$ cat config.mk
export PLATFORM = sky130hd
export DESIGN_NAME = alu_rr_sched_flat
export DESIGN_NICKNAME = d
export VERILOG_FILES = /design/src/rtl/alu_rr_sched_if.sv /design/src/rtl/alu_rr_sched.sv /design/src/flat_wrapper.sv
export SDC_FILE = /design/constraint.sdc
export NUM_CORES = 1
export LEC_CHECK = 0
export ABC_AREA = 1
export CORE_MARGIN = 3
export CORE_UTILIZATION = 38
export CTS_CLUSTER_SIZE = 8
export DETAILED_ROUTE_END_ITERATION = 16
export GPL_TIMING_DRIVEN = 0
export PLACE_DENSITY = 0.85
export SLEW_MARGIN = 20
export SYNTH_ARGS = -nofsm -noshare
export SYNTH_HDL_FRONTEND = slang
export SYNTH_SLANG_ARGS = --single-unit
$ cat constraint.sdc
create_clock -name clk -period 1.6 [get_ports clk]
set_input_delay 0.48 -clock clk [delete_from_list [all_inputs] [get_ports clk]]
set_output_delay 0.48 -clock clk [all_outputs]
set_load 0.005 [all_outputs]
$ cat src/rtl/alu_rr_sched_if.sv
// alu_rr_sched_if: bundle of the two request channels, the shared-ALU
// connection and the response channel of alu_rr_sched.
//   slave  : scheduler view (takes requests, drives ALU operands, returns responses)
//   master : environment view (requesters, ALU, response consumer)
interface alu_rr_sched_if #(
  parameter int unsigned DW = 4
);
  localparam int unsigned OPW = 3;
  localparam int unsigned FW  = 4;

  logic           req0_valid;
  logic           req0_ready;
  logic [OPW-1:0] req0_op;
  logic [DW-1:0]  req0_a;
  logic [DW-1:0]  req0_b;

  logic           req1_valid;
  logic           req1_ready;
  logic [OPW-1:0] req1_op;
  logic [DW-1:0]  req1_a;
  logic [DW-1:0]  req1_b;

  logic [OPW-1:0] alu_op;
  logic [DW-1:0]  alu_a;
  logic [DW-1:0]  alu_b;
  logic [DW-1:0]  alu_y;
  logic [FW-1:0]  alu_flags;   // {carry, overflow, zero, equal}

  logic           rsp_valid;
  logic           rsp_ready;
  logic           rsp_id;
  logic [DW-1:0]  rsp_y;
  logic [FW-1:0]  rsp_flags;

  logic           busy;

  modport slave (
    input  req0_valid, req0_op, req0_a, req0_b,
    output req0_ready,
    input  req1_valid, req1_op, req1_a, req1_b,
    output req1_ready,
    output alu_op, alu_a, alu_b,
    input  alu_y, alu_flags,
    output rsp_valid, rsp_id, rsp_y, rsp_flags,
    input  rsp_ready,
    output busy
  );

  modport master (
    output req0_valid, req0_op, req0_a, req0_b,
    input  req0_ready,
    output req1_valid, req1_op, req1_a, req1_b,
    input  req1_ready,
    input  alu_op, alu_a, alu_b,
    output alu_y, alu_flags,
    input  rsp_valid, rsp_id, rsp_y, rsp_flags,
    output rsp_ready,
    input  busy
  );
endinterface

$ cat src/rtl/alu_rr_sched.sv
// alu_rr_sched: round-robin scheduler sharing one combinational ALU between
// two requesters. One operation in flight: IDLE (accept) -> EXEC (ALU
// evaluates latched operands) -> RESP (hold result until consumed).
// Ports:
//   clk  : clock, rising edge
//   rst  : synchronous active-high reset
//   bus  : alu_rr_sched_if.slave -- req0/req1 valid/ready channels,
//          registered alu_op/alu_a/alu_b, alu_y/alu_flags in,
//          rsp valid/ready channel with id/y/flags, busy
module alu_rr_sched #(
  parameter int unsigned DW = 4
) (
  input  logic           clk,
  input  logic           rst,
  alu_rr_sched_if.slave  bus
);
  localparam int unsigned OPW = 3;
  localparam int unsigned FW  = 4;

  typedef enum logic [1:0] {
    IDLE = 2'd0,
    EXEC = 2'd1,
    RESP = 2'd2
  } state_t;

  state_t         state_q;
  state_t         state_d;
  logic           prio_q;
  logic           grant_c;
  logic           accept_c;
  logic           req0_ready_c;
  logic           req1_ready_c;

  logic [OPW-1:0] alu_op_q;
  logic [DW-1:0]  alu_a_q;
  logic [DW-1:0]  alu_b_q;
  logic           rsp_valid_q;
  logic           rsp_id_q;
  logic [DW-1:0]  rsp_y_q;
  logic [FW-1:0]  rsp_flags_q;

  // State register
  always_ff @(posedge clk) begin
    if (rst) state_q <= IDLE;
    else     state_q <= state_d;
  end

  // Next state, grant and readies; a lone requester always wins, contention
  // goes to prio. Readies are suppressed while rst is high.
  always_comb begin
    state_d      = state_q;
    accept_c     = 1'b0;
    grant_c      = 1'b0;
    req0_ready_c = 1'b0;
    req1_ready_c = 1'b0;

    if (bus.req0_valid && bus.req1_valid) grant_c = prio_q;
    else                                  grant_c = bus.req1_valid;

    case (state_q)
      IDLE: begin
        if (!rst && (bus.req0_valid || bus.req1_valid)) begin
          accept_c = 1'b1;
          state_d  = EXEC;
        end
      end
      EXEC:    state_d = RESP;
      RESP:    if (bus.rsp_ready) state_d = IDLE;
      default: state_d = IDLE;
    endcase

    req0_ready_c = accept_c && !grant_c;
    req1_ready_c = accept_c &&  grant_c;
  end

  // Operand latch on acceptance, result capture in EXEC, response hold in RESP
  always_ff @(posedge clk) begin
    if (rst) begin
      prio_q      <= 1'b0;
      alu_op_q    <= '0;
      alu_a_q     <= '0;
      alu_b_q     <= '0;
      rsp_valid_q <= 1'b0;
      rsp_id_q    <= 1'b0;
      rsp_y_q     <= '0;
      rsp_flags_q <= '0;
    end else begin
      if (accept_c) begin
        if (grant_c) begin
          alu_op_q <= bus.req1_op;
          alu_a_q  <= bus.req1_a;
          alu_b_q  <= bus.req1_b;
        end else begin
          alu_op_q <= bus.req0_op;
          alu_a_q  <= bus.req0_a;
          alu_b_q  <= bus.req0_b;
        end
        rsp_id_q <= grant_c;
        prio_q   <= !grant_c;  // loser of this round gets preference next
      end
      if (state_q == EXEC) begin
        rsp_y_q     <= bus.alu_y;
        rsp_flags_q <= bus.alu_flags;
        rsp_valid_q <= 1'b1;
      end else if ((state_q == RESP) && bus.rsp_ready) begin
        rsp_valid_q <= 1'b0;
      end
    end
  end

  assign bus.req0_ready = req0_ready_c;
  assign bus.req1_ready = req1_ready_c;
  assign bus.alu_op     = alu_op_q;
  assign bus.alu_a      = alu_a_q;
  assign bus.alu_b      = alu_b_q;
  assign bus.rsp_valid  = rsp_valid_q;
  assign bus.rsp_id     = rsp_id_q;
  assign bus.rsp_y      = rsp_y_q;
  assign bus.rsp_flags  = rsp_flags_q;
  assign bus.busy       = (state_q != IDLE);
endmodule

$ cat src/flat_wrapper.sv
// flat-port wrapper written by rule: the top's interface ports become plain ports
module alu_rr_sched_flat 
#(
  parameter int unsigned DW = 4
)
  (clk, rst, bus_req0_valid, bus_req0_op, bus_req0_a, bus_req0_b, bus_req0_ready, bus_req1_valid, bus_req1_op, bus_req1_a, bus_req1_b, bus_req1_ready, bus_alu_op, bus_alu_a, bus_alu_b, bus_alu_y, bus_alu_flags, bus_rsp_valid, bus_rsp_id, bus_rsp_y, bus_rsp_flags, bus_rsp_ready, bus_busy);
  alu_rr_sched_if #(.DW(DW)) bus_i ();
  input  logic clk;
  input  logic rst;
  input wire logic [$bits(bus_i.req0_valid)-1:0] bus_req0_valid;
  input wire logic [$bits(bus_i.req0_op)-1:0] bus_req0_op;
  input wire logic [$bits(bus_i.req0_a)-1:0] bus_req0_a;
  input wire logic [$bits(bus_i.req0_b)-1:0] bus_req0_b;
  output wire logic [$bits(bus_i.req0_ready)-1:0] bus_req0_ready;
  input wire logic [$bits(bus_i.req1_valid)-1:0] bus_req1_valid;
  input wire logic [$bits(bus_i.req1_op)-1:0] bus_req1_op;
  input wire logic [$bits(bus_i.req1_a)-1:0] bus_req1_a;
  input wire logic [$bits(bus_i.req1_b)-1:0] bus_req1_b;
  output wire logic [$bits(bus_i.req1_ready)-1:0] bus_req1_ready;
  output wire logic [$bits(bus_i.alu_op)-1:0] bus_alu_op;
  output wire logic [$bits(bus_i.alu_a)-1:0] bus_alu_a;
  output wire logic [$bits(bus_i.alu_b)-1:0] bus_alu_b;
  input wire logic [$bits(bus_i.alu_y)-1:0] bus_alu_y;
  input wire logic [$bits(bus_i.alu_flags)-1:0] bus_alu_flags;
  output wire logic [$bits(bus_i.rsp_valid)-1:0] bus_rsp_valid;
  output wire logic [$bits(bus_i.rsp_id)-1:0] bus_rsp_id;
  output wire logic [$bits(bus_i.rsp_y)-1:0] bus_rsp_y;
  output wire logic [$bits(bus_i.rsp_flags)-1:0] bus_rsp_flags;
  input wire logic [$bits(bus_i.rsp_ready)-1:0] bus_rsp_ready;
  output wire logic [$bits(bus_i.busy)-1:0] bus_busy;
  assign bus_i.req0_valid = bus_req0_valid;
  assign bus_i.req0_op = bus_req0_op;
  assign bus_i.req0_a = bus_req0_a;
  assign bus_i.req0_b = bus_req0_b;
  assign bus_req0_ready = bus_i.req0_ready;
  assign bus_i.req1_valid = bus_req1_valid;
  assign bus_i.req1_op = bus_req1_op;
  assign bus_i.req1_a = bus_req1_a;
  assign bus_i.req1_b = bus_req1_b;
  assign bus_req1_ready = bus_i.req1_ready;
  assign bus_alu_op = bus_i.alu_op;
  assign bus_alu_a = bus_i.alu_a;
  assign bus_alu_b = bus_i.alu_b;
  assign bus_i.alu_y = bus_alu_y;
  assign bus_i.alu_flags = bus_alu_flags;
  assign bus_rsp_valid = bus_i.rsp_valid;
  assign bus_rsp_id = bus_i.rsp_id;
  assign bus_rsp_y = bus_i.rsp_y;
  assign bus_rsp_flags = bus_i.rsp_flags;
  assign bus_i.rsp_ready = bus_rsp_ready;
  assign bus_busy = bus_i.busy;
  alu_rr_sched #(.DW(DW)) u_core (.clk(clk), .rst(rst), .bus(bus_i));
endmodule
==> summary.txt, run 1 <==
Yosys
  • Post-synth EDFFs: 0
  • Most common cell in the synthesized netlist: nand2_1
  • Commonest cells post-synth: 48 x nand2_1, 24 x dfxtp_1, 17 x nor2_1
  • Fraction of registers with async set/reset: 0%
  • Synth area leaders: dfxtp_1 44%, nand2_1 17%, a21oi_2 7.3%
  • Seq/Total Area, Yosys: 44.3%
  • Distinct cells, synth: 20
  • Syn avg cell area: 7.32 um2
  • Cell taking the most area after synthesis: dfxtp_1
  • Post-Synthesis Cells: 148
  • Syn_nets: 183
  • Ys flop type: dfxtp_1
  • Yosys reg bits: 24
  • Post-Syn Area: 1080 um2
  • Yosys top cell area share: 44.3%
  • Yosys warnings: 0

Setup path
  • RR Endpoint: u_core.bus.alu_op[0]$_SDFFE_PP0P_
  • Setup CP Type: reg -> out
  • Crit path DAT: 1.26 ns
  • Critical Path Fanout Max: 4
  • Startpoint types: register
  • Worst r2r src: u_core.state_q[1]$_SDFFE_PP0P_
  • Critical Path RT: 1.12 ns
  • Reg2reg path depth: 8
  • Reg2reg setup slack: 0.29 ns
  • Critical Path End Type: output port

Timing
  • Pins Over Slew Limit: 0
  • Max-slew headroom: 80.6%
  • Worst-Margin Slew: 0.291 ns
  • Final Hold Viols: 0
  • Final Skew: 0.00563 ns
  • Unrepaired setup endpoints after global routing: yes
  • Endpoints failing setup: 3
  • Tmin final: 1.74 ns
  • Fin crit share: 109%
  • Setup slack after layout: -0.136 ns
  • Fmax: 576 MHz

CTS
  • Clk Latency, worst-skew pair: 0.31 ns
  • Clock buffer depth: 2
  • H-tree Lvls: 1
  • TritonCTS buffer count: 3
  • CTS tree: built
  • # clock sinks: 24
  • Clock root buffer: clkbuf_4
  • Hold_buf cts: 0
  • Clock slew at reported path FFs: 0.13 ns

Final layout
  • Post-layout util: 70.9%
  • Layout net count: 259
  • Layout cells sized above 1: 32.3%
  • # fillers: 225
  • Layout area overhead: 69.4%
  • ANT cells: 0

Floorplanning
  • Die Ht: 59.4 um
  • FP Rows: 18
  • Initial core utilization: 41.8%
  • Num ports: 59
  • Die Wd: 59.4 um
  • Die area: 3530 um2
  • CORE AREA: 2590 um2

Min path
  • Worst Hold End: u_core.bus.alu_a[3]$_SDFFE_PP0P_
  • Hold path startpoint: rst
  • Hold Crit Depth: 2
  • Class of the worst hold path: in -> reg

Detailed routing
  • DRC Markers: 0
  • Antenna Nets Post-Route: 0
  • Routed len/inst: 12.6 um
  • Met3 WL: 353 um
  • Top Metal Used: met4
  • DRT Wirelength: 3180 um
  • Routed vias: 1217
  • Met2 Wirelength: 1560 um
  • Starting DRT DRC Count: 26
  • Post-Route M1 WL: 1240 um
  • DRT Pass-1 Iters: 4
  • Via density: 4.81

Placed design
  • Hpwl dp: 2220 um
  • RD Place Congestion: 0.769
  • I/O Buffers: 57
  • Setup WS pre-CTS: -1.02 ns

Global routing
  • First-pass GRT wire length: 5300 um
  • Initial antenna violation count: 0
  • Grt total ovfl: 0
  • Vias in the first global route: 1237
  • Overall Global Routing Usage: 19.6%
  • Pin count of the biggest net entering global routing: 14

Power
  • Leakage Power: 0.878 nW
  • VDD IR max: 0.000503 V
  • Pwr/cell area: 775 nW/um2

Job
  • Max-Cap Viols: 0

Outcome
  • Failing checks: setup timing
  • Status: complete, but fails checks
-- through the flow --
stage	power, mW	instances	hold slack [ns]	TNS (ns)	instance area, um2
2_1_floorplan	0.869	148	0.456	0	1080
3_3_place_gp	1.07	235	0.449	-3.65	1690
3_5_place_dp	1.08	235	0.457	-3.92	1690
4_1_cts	1.40	249	0.378	-0.259	1810
5_1_grt	1.51	253	0.370	-0.356	1840
6_report	1.42	253	0.377	-0.181	1840
-- metal layers --
| metal | vias up | track usage, % |
|---|---|---|
| met5 | - | 0 |
| met4 | 0 | 8.09 |
| met3 | 4 | 5.88 |
| met2 | 57 | 34.3 |
| met1 | 540 | 21.8 |
| li1 | 616 | - |
-- what timing repair did --
item / CTS / global route
buffers inserted: 10 / 4
hold endpoints to repair: 0 / 0
resized for setup: 63 / 6
pin swaps: 4 / 2
endpoints found under the setup margin: 24 / 3
-- cell type report --
| class | count | area (um2) | share of cell area (%) |
|---|---|---|---|
| repair buffers | 71 | 628 | 34.2 |
| multi-input cells | 107 | 526 | 28.6 |
| flip-flops and latches | 24 | 510 | 27.8 |
| plain buffers | 8 | 60.1 | 3.27 |
| inverters | 9 | 37.5 | 2.04 |
| well taps | 30 | 37.5 | 2.04 |
| clock buffers | 4 | 36.3 | 1.98 |
-- critical path: stages (launching register included) --
cell	delay (ns)
dfxtp_4	0.38
nor2_4	0.11
nand3_4	0.11
buf_6	0.14
a21oi_2	0.08
buf_2	0.12
-- report_power, final --
group | switching (mW) | internal, mW | total (mW)
Sequential | 0.0262 | 0.656 | 0.682
Clock | 0.178 | 0.139 | 0.317
Combinational | 0.190 | 0.234 | 0.424
Total | 0.394 | 1.03 | 1.42
-- flip-flops by register name, summed over array words and instances, names as in the netlist --
signal / cells
u_core.bus.alu_a: 4
u_core.bus.alu_b: 4
u_core.bus.alu_op: 3
u_core.bus.rsp_flags: 4
u_core.bus.rsp_id: 1
u_core.bus.rsp_valid: 1
u_core.bus.rsp_y: 4
u_core.prio_q: 1
u_core.state_q: 2
-- cells in the final DEF, fill, tap and decap left out, drive strengths merged --
master	synthesis	final
clkdlybuf4s50	0	31
dfxtp	24	24
a21oi	16	16
dlygate4sd2	0	21
inv	8	8
nand3b	1	1
nor2	19	19
buf	8	25
clkinv	1	1
nand3	13	13
nand2	49	49
clkbuf	0	6
nor3	1	1
o21ai	8	8
-- worst max path at each step --
| stage | end | slack, ns | cells after the start | from |
|---|---|---|---|---|
| global placement | bus_req0_ready | -1.02 | 7 | bus_req1_valid |
| detailed placement | bus_req0_ready | -1.02 | 7 | bus_req1_valid |
| CTS | bus_req0_ready | -0.13 | 5 | u_core.state_q[1]$_SDFFE_PP0P_ |
| global route | bus_req0_ready | -0.20 | 5 | u_core.state_q[0]$_SDFFE_PP0P_ |
| finish | bus_req0_ready | -0.14 | 5 | u_core.state_q[1]$_SDFFE_PP0P_ |
| floorplan | bus_req0_ready | 0.009 | 5 | rst |
-- cells by family (layout without fill, tap and decap cells) --
family,Yosys count,count (layout),synth area share [%]
AOI/OAI and AO/OA,24,24,14.2
DFF,24,24,44.3
buffers and inverters,17,92,8.43
and+or+nand+nor,83,83,33.0
Note: power is estimated with default switching activity, not from simulation.
==> run 2, diff against run 1 <==
--- a/config.mk
+++ b/config.mk
@@ -5,13 +5,13 @@
 export SDC_FILE = /design/constraint.sdc
 export NUM_CORES = 1
 export LEC_CHECK = 0
-export ABC_AREA = 1
+export ABC_AREA = 0
 export CORE_MARGIN = 3
-export CORE_UTILIZATION = 38
+export CORE_UTILIZATION = 36
 export CTS_CLUSTER_SIZE = 8
 export DETAILED_ROUTE_END_ITERATION = 16
 export GPL_TIMING_DRIVEN = 0
-export PLACE_DENSITY = 0.85
+export PLACE_DENSITY = 0.84
 export SLEW_MARGIN = 20
 export SYNTH_ARGS = -nofsm -noshare
 export SYNTH_HDL_FRONTEND = slang
==> run 2 against run 1 <==
  * Via count decreased by 8.2%
  * Clock skew decreased by 0.0018 ns
  * First-iteration DRC count increased by 50%
  * Combinational power decreased by 5.4%
  * Hold slack improved by 0.028 ns
  * Sequential share of layout area increased by 1.1 points
  * Count of clock-buffer cells in the layout decreased by 1
  * Total power increased by 8.5%
  * Register-to-register slack got worse by 0.07 ns
  * Area after synthesis decreased by 9.8%
  * The flow still finishes with violations (setup timing)
  * Die area decreased by 4.3%
  * Cell count decreased by 16%
==> summary.txt, run 2 <==
Outcome
  • Status: complete, but fails checks
  • Failing checks: setup timing

Timing
  • Unrepaired setup endpoints after global routing: yes
  • Endpoints failing setup: 3
  • Tmin final: 1.76 ns
  • Setup_tns: -0.293 ns
  • Fin crit share: 110%
  • Max-slew headroom: 71.7%
  • Worst-Margin Slew: 0.425 ns
  • Final Skew: 0.00387 ns
  • Fmax: 569 MHz
  • Setup slack after layout: -0.157 ns
  • Pins Over Slew Limit: 0
  • Final Hold Viols: 0

Global routing
  • First-pass GRT wire length: 5440 um
  • Grt total ovfl: 0
  • Pin count of the biggest net entering global routing: 15
  • Vias in the first global route: 1160
  • Initial antenna violation count: 0
  • Overall Global Routing Usage: 21.2%

Yosys
  • Yosys top cell area share: 49.2%
  • Synth area leaders: dfxtp_1 49%, a221o_1 8.2%, nand2_1 6.1%
  • Seq/Total Area, Yosys: 49.2%
  • Most common cell in the synthesized netlist: dfxtp_1
  • Ys flop type: dfxtp_1
  • Distinct cells, synth: 27
  • Fraction of registers with async set/reset: 0%
  • Yosys warnings: 0
  • Syn avg cell area: 9.13 um2
  • Post-Synthesis Cells: 107
  • Cell taking the most area after synthesis: dfxtp_1
  • Commonest cells post-synth: 24 x dfxtp_1, 16 x nand2_1, 11 x a21oi_1
  • Post-Syn Area: 977 um2
  • Syn_nets: 142
  • Post-synth EDFFs: 0
  • Yosys reg bits: 24

Floorplanning
  • Die area: 3380 um2
  • Num ports: 59
  • Die Wd: 58.1 um
  • CORE AREA: 2520 um2
  • Die Ht: 58.1 um
  • Initial core utilization: 38.7%
  • FP Rows: 18

Power
  • Total Power: 1.54 mW
  • Leakage Power: 0.816 nW
  • Pwr/cell area: 867 nW/um2
  • VDD IR max: 0.000825 V

Setup path
  • Crit path DAT: 1.28 ns
  • Critical Path Fanout Max: 3
  • Critical Path RT: 1.12 ns
  • Setup CP Type: reg -> out
  • Startpoint types: register
  • Critical Path End Type: output port

Placed design
  • Hpwl dp: 2310 um
  • RD Place Congestion: 0.693
  • Area after DPL: 1590 um2
  • I/O Buffers: 57
  • Placed Cells: 194

Final layout
  • Multi-input logic area: 475 um2
  • Layout net count: 218
  • ANT cells: 0
  • Layout area overhead: 82.2%
  • Storage cell area: 515 um2
  • Post-layout util: 70.6%
  • # fillers: 203
  • Most common cell after layout, fill and taps aside: clkdlybuf4s50_1
  • Layout cells sized above 1: 33.0%
  • Cell Count, Final, Fillers Out: 212
  • Fin area: 1780 um2
  • Most frequent cells in the layout: 31 x clkdlybuf4s50_1, 22 x dfxtp_2, 21 x dlygate4sd2_1

CTS
  • Clock buffer depth: 2
  • TritonCTS buffer count: 3
  • Clk Latency, worst-skew pair: 0.33 ns
  • # clock sinks: 24
  • Clock root buffer: clkbuf_4
  • Clock slew at reported path FFs: 0.14 ns
  • H-tree Lvls: 1
  • CTS tree: built

Detailed routing
  • Starting DRT DRC Count: 39
  • DRT Wirelength: 3400 um
  • Via density: 5.27
  • DRT Pass-1 Iters: 4
  • Routed len/inst: 16.1 um
  • Antenna Nets Post-Route: 0
  • DRC Markers: 0
  • Routed vias: 1117

Job
  • Max-Cap Viols: 0

Min path
  • Class of the worst hold path: in -> reg
run 2: cell type report:
type | instances | area share, %
clock buffer | 3 | 1.26
tap | 30 | 2.11
sequential | 24 | 29.0
inverter | 2 | 0.422
clock inverter | 1 | 1.69
multi-input combinational | 74 | 26.7
timing repair buffer | 72 | 36.4
buffer | 6 | 2.46
run 2: worst paths after layout:
| check | endpoint | startpoint | cells after the start | slack [ns] |
|---|---|---|---|---|
| hold reg to reg | u_core.bus.rsp_y[3]$_SDFFE_PP0P_ | u_core.bus.rsp_y[3]$_SDFFE_PP0P_ | 2 | 0.47 |
| setup / recovery | bus_req0_ready | u_core.state_q[1]$_SDFFE_PP0P_ | 4 | -0.16 |
| hold / removal | u_core.bus.alu_op[2]$_SDFFE_PP0P_ | rst | 2 | 0.41 |
| setup reg to reg | u_core.bus.rsp_y[0]$_SDFFE_PP0P_ | u_core.state_q[0]$_SDFFE_PP0P_ | 6 | 0.22 |
run 2: logic make-up after synthesis:
logic type	synth area share (%)
AOI/OAI and AO/OA	22.3
buffers and inverters	4.74
DFF	49.2
and+or+nand+nor	23.8
run 2: metal layers:
layer  wire length, um  vias up  global-route usage, %
li1                  -      540                      -
met1              1310      533                   23.8
met2              1850       35                   39.4
met3               136        9                   2.23
met4               110        0                   10.6
met5                 0        -                      0
run 2: per-stage QoR:
| step | setup slack, ns | hold slack (ns) |
|---|---|---|
| detailed placement | -1.20 | 0.448 |
| global route | -0.212 | 0.403 |
| finish | -0.157 | 0.405 |
| CTS | -0.142 | 0.398 |
| floorplan | -0.00354 | 0.453 |
| global placement | -1.17 | 0.443 |
run 2: critical path, stage by stage, from the launching register on:
cell     delay [ns]
dfxtp_4        0.38
nor3_4         0.21
buf_6          0.13
and2_4         0.14
buf_6          0.09
run 2: timing repair:
item                                    in CTS  in global routing
endpoints found under the setup margin      33                  3
hold buffers                                 0                  0
setup buffers                               14                  1
pin swaps                                    3                  1
resized for setup                           80                  1
run 2: where the power goes:
| group | switching [mW] | total, mW | leakage [nW] | internal (mW) |
|---|---|---|---|---|
| Sequential | 0.0343 | 0.694 | 0.207 | 0.659 |
| Combinational | 0.161 | 0.401 | 0.581 | 0.241 |
| Clock | 0.195 | 0.449 | 0.0279 | 0.254 |
==> run 3, diff against run 2 <==
--- a/config.mk
+++ b/config.mk
@@ -8,6 +8,8 @@
 export ABC_AREA = 0
 export CORE_MARGIN = 3
 export CORE_UTILIZATION = 36
+export CTS_BUF_LIST = sky130_fd_sc_hd__clkbuf_16
+export CTS_CLUSTER_DIAMETER = 60
 export CTS_CLUSTER_SIZE = 8
 export DETAILED_ROUTE_END_ITERATION = 16
 export GPL_TIMING_DRIVEN = 0
==> constraint.sdc (replaced) <==
create_clock -name clk -period 1.9 [get_ports clk]
set_input_delay 0.57 -clock clk [delete_from_list [all_inputs] [get_ports clk]]
set_output_delay 0.57 -clock clk [all_outputs]
set_load 0.005 [all_outputs]
==> run 3 against run 2 <==
  * Worst setup slack improved by 0.17 ns
  * Die area unchanged
  * The run now ends clean
  * Critical endpoint unchanged
  * Wire length increased by 1.4%
  * Largest cell class unchanged
  * Utilization decreased by 0.55 points
  * Sequential share of layout area decreased by 1.3 points
  * Combinational power decreased by 14%
==> summary.txt, run 3 (synthesized netlist as in run 2, its figures left out) <==
Timing
  • Max-slew headroom: 71.5%
  • Fin crit share: 99.3%
  • Final Hold Viols: 0
  • Final Skew: 0.00308 ns
  • Worst-Margin Slew: 0.428 ns
  • Unrepaired setup endpoints after global routing: yes
  • Hold Slack: 0.456 ns
  • Fmax: 530 MHz
  • Tmin final: 1.89 ns
  • Setup_tns: 0 ns
  • Setup slack after layout: 0.0133 ns
  • Endpoints failing setup: 0
  • Pins Over Slew Limit: 0

Global routing
  • Grt total ovfl: 0
  • Vias in the first global route: 1120
  • First-pass GRT wire length: 5350 um
  • Initial antenna violation count: 0
  • Pin count of the biggest net entering global routing: 13
  • Overall Global Routing Usage: 20.8%

Power
  • Sw power: 330 uW
  • Clock Power Share: 32.3%
  • Sequential power share: 42.5%
  • P_int: 1.04 mW
  • Switching share of power: 24.0%
  • Logic pwr share: 25.2%
  • Pwr/cell area: 777 nW/um2
  • Leakage Power: 0.701 nW
  • Total Power: 1.37 mW
  • VDD IR max: 0.000499 V

Detailed routing
  • Starting DRT DRC Count: 41
  • Via density: 5.19
  • DRC Markers: 0
  • Routed vias: 1070
  • DRT Wirelength: 3450 um
  • Antenna Nets Post-Route: 0
  • DRT Pass-1 Iters: 4
  • Routed len/inst: 16.8 um

Setup path
  • Critical path's largest stage delay: 0.19 ns
  • Startpoint types: input port
  • Critical Path Fanout Max: 8
  • Worst path cell trace: buf_2 -> a21boi_2 -> clkbuf_8 -> and2_4 -> buf_6
  • Critical Path End Type: output port
  • Setup CP Type: in -> out
  • Crit path DAT: 1.32 ns
  • Critical Path RT: 1.33 ns
  • CP max-delay cell: a21boi_2

Final layout
  • Layout cells sized above 1: 17.0%
  • Multi-input logic area: 460 um2
  • Fin area: 1770 um2
  • Post-layout util: 70.0%
  • Most common cell after layout, fill and taps aside: clkdlybuf4s50_1
  • ANT cells: 0
  • Cell Count, Final, Fillers Out: 206
  • Storage cell area: 488 um2
  • Layout area overhead: 80.8%
  • Most frequent cells in the layout: 53 x clkdlybuf4s50_1, 22 x dfxtp_1, 16 x nand2_1
  • # fillers: 197
  • Layout net count: 213

Job
  • Max-Cap Viols: 0

Floorplanning
  • FP Rows: 18
  • Die Ht: 58.1 um
  • Die area: 3380 um2
  • Num ports: 59
  • Die Wd: 58.1 um
  • Initial core utilization: 38.7%
  • CORE AREA: 2520 um2

CTS
  • Clock root buffer: clkbuf_16
  • Clock slew at reported path FFs: 0.06 ns
  • # clock sinks: 24
  • H-tree Lvls: 1
  • Hold_buf cts: 0
  • CTS tree: built
  • Clk Latency, worst-skew pair: 0.25 ns
  • Clock buffer depth: 2
  • TritonCTS buffer count: 3

Min path
  • Class of the worst hold path: reg -> reg

Placed design
  • RD Place Congestion: 0.727
  • Hpwl dp: 2330 um
  • Placed Cells: 194
  • Setup WS pre-CTS: -1.09 ns
  • Area after DPL: 1590 um2
  • I/O Buffers: 57

Outcome
  • Status: finished clean
==> run 3: cell types whose count changed in the layout (fill, tap and decap cells not counted), sizes merged <==
cell,delta
buf,-6
bufinv,-1
clkdlybuf4s50,+22
dlygate4sd2,-21
==> run 3: worst paths after layout <==
kind,start,end,slack [ns],cells past startpoint
hold / removal,u_core.bus.rsp_y[0]$_SDFFE_PP0P_,u_core.bus.rsp_y[0]$_SDFFE_PP0P_,0.46,2
hold reg to reg,u_core.bus.rsp_y[0]$_SDFFE_PP0P_,u_core.bus.rsp_y[0]$_SDFFE_PP0P_,0.46,2
setup / recovery,bus_req1_valid,bus_req0_ready,0.01,5
setup reg to reg,u_core.prio_q$_SDFFE_PP0P_,u_core.bus.alu_b[0]$_SDFFE_PP0P_,0.48,4
==> run 3: area by class of cell <==
type,count,share of cell area (%)
clock buffer,3,4.25
sequential,24,27.6
multi-input combinational,74,26.1
tap,30,2.12
timing repair buffer,68,37.0
inverter,2,0.425
buffer,5,2.55
==> run 3: power by group through the flow <==
stage	Combinational (mW)	Clock, mW	Sequential (mW)
floorplan	0.111	0	0.588
global placement	0.289	0	0.586
detailed placement	0.296	0	0.589
CTS	0.334	0.449	0.582
global route	0.371	0.469	0.588
finish	0.346	0.443	0.584
==> run 3: what timing repair did <==
item | in CTS | in global routing
endpoints found under the hold margin | 0 | 0
pin swaps | 4 | 1
resized for setup | 34 | 3
endpoints found under the setup margin | 6 | 3
buffers inserted | 9 | 2
==> run 3: per-layer routing <==
| layer | routed length (um) | part of all wire, % | vias to the layer above | GRT usage [%] |
|---|---|---|---|---|
| met2 | 1890 | 55 | 28 | 40.3 |
| met3 | 79 | 2.3 | 8 | 2.45 |
| met1 | 1390 | 40 | 507 | 22.3 |
| li1 | - | - | 527 | - |
| met4 | 91 | 2.6 | 0 | 8.61 |
| met5 | 0 | 0 | - | 0 |
==> run 3: critical path: cells and delay by family <==
kind	cells	cell delay [ns]
buf+inv	3	0.41
compound gates	1	0.19
simple gates	1	0.15
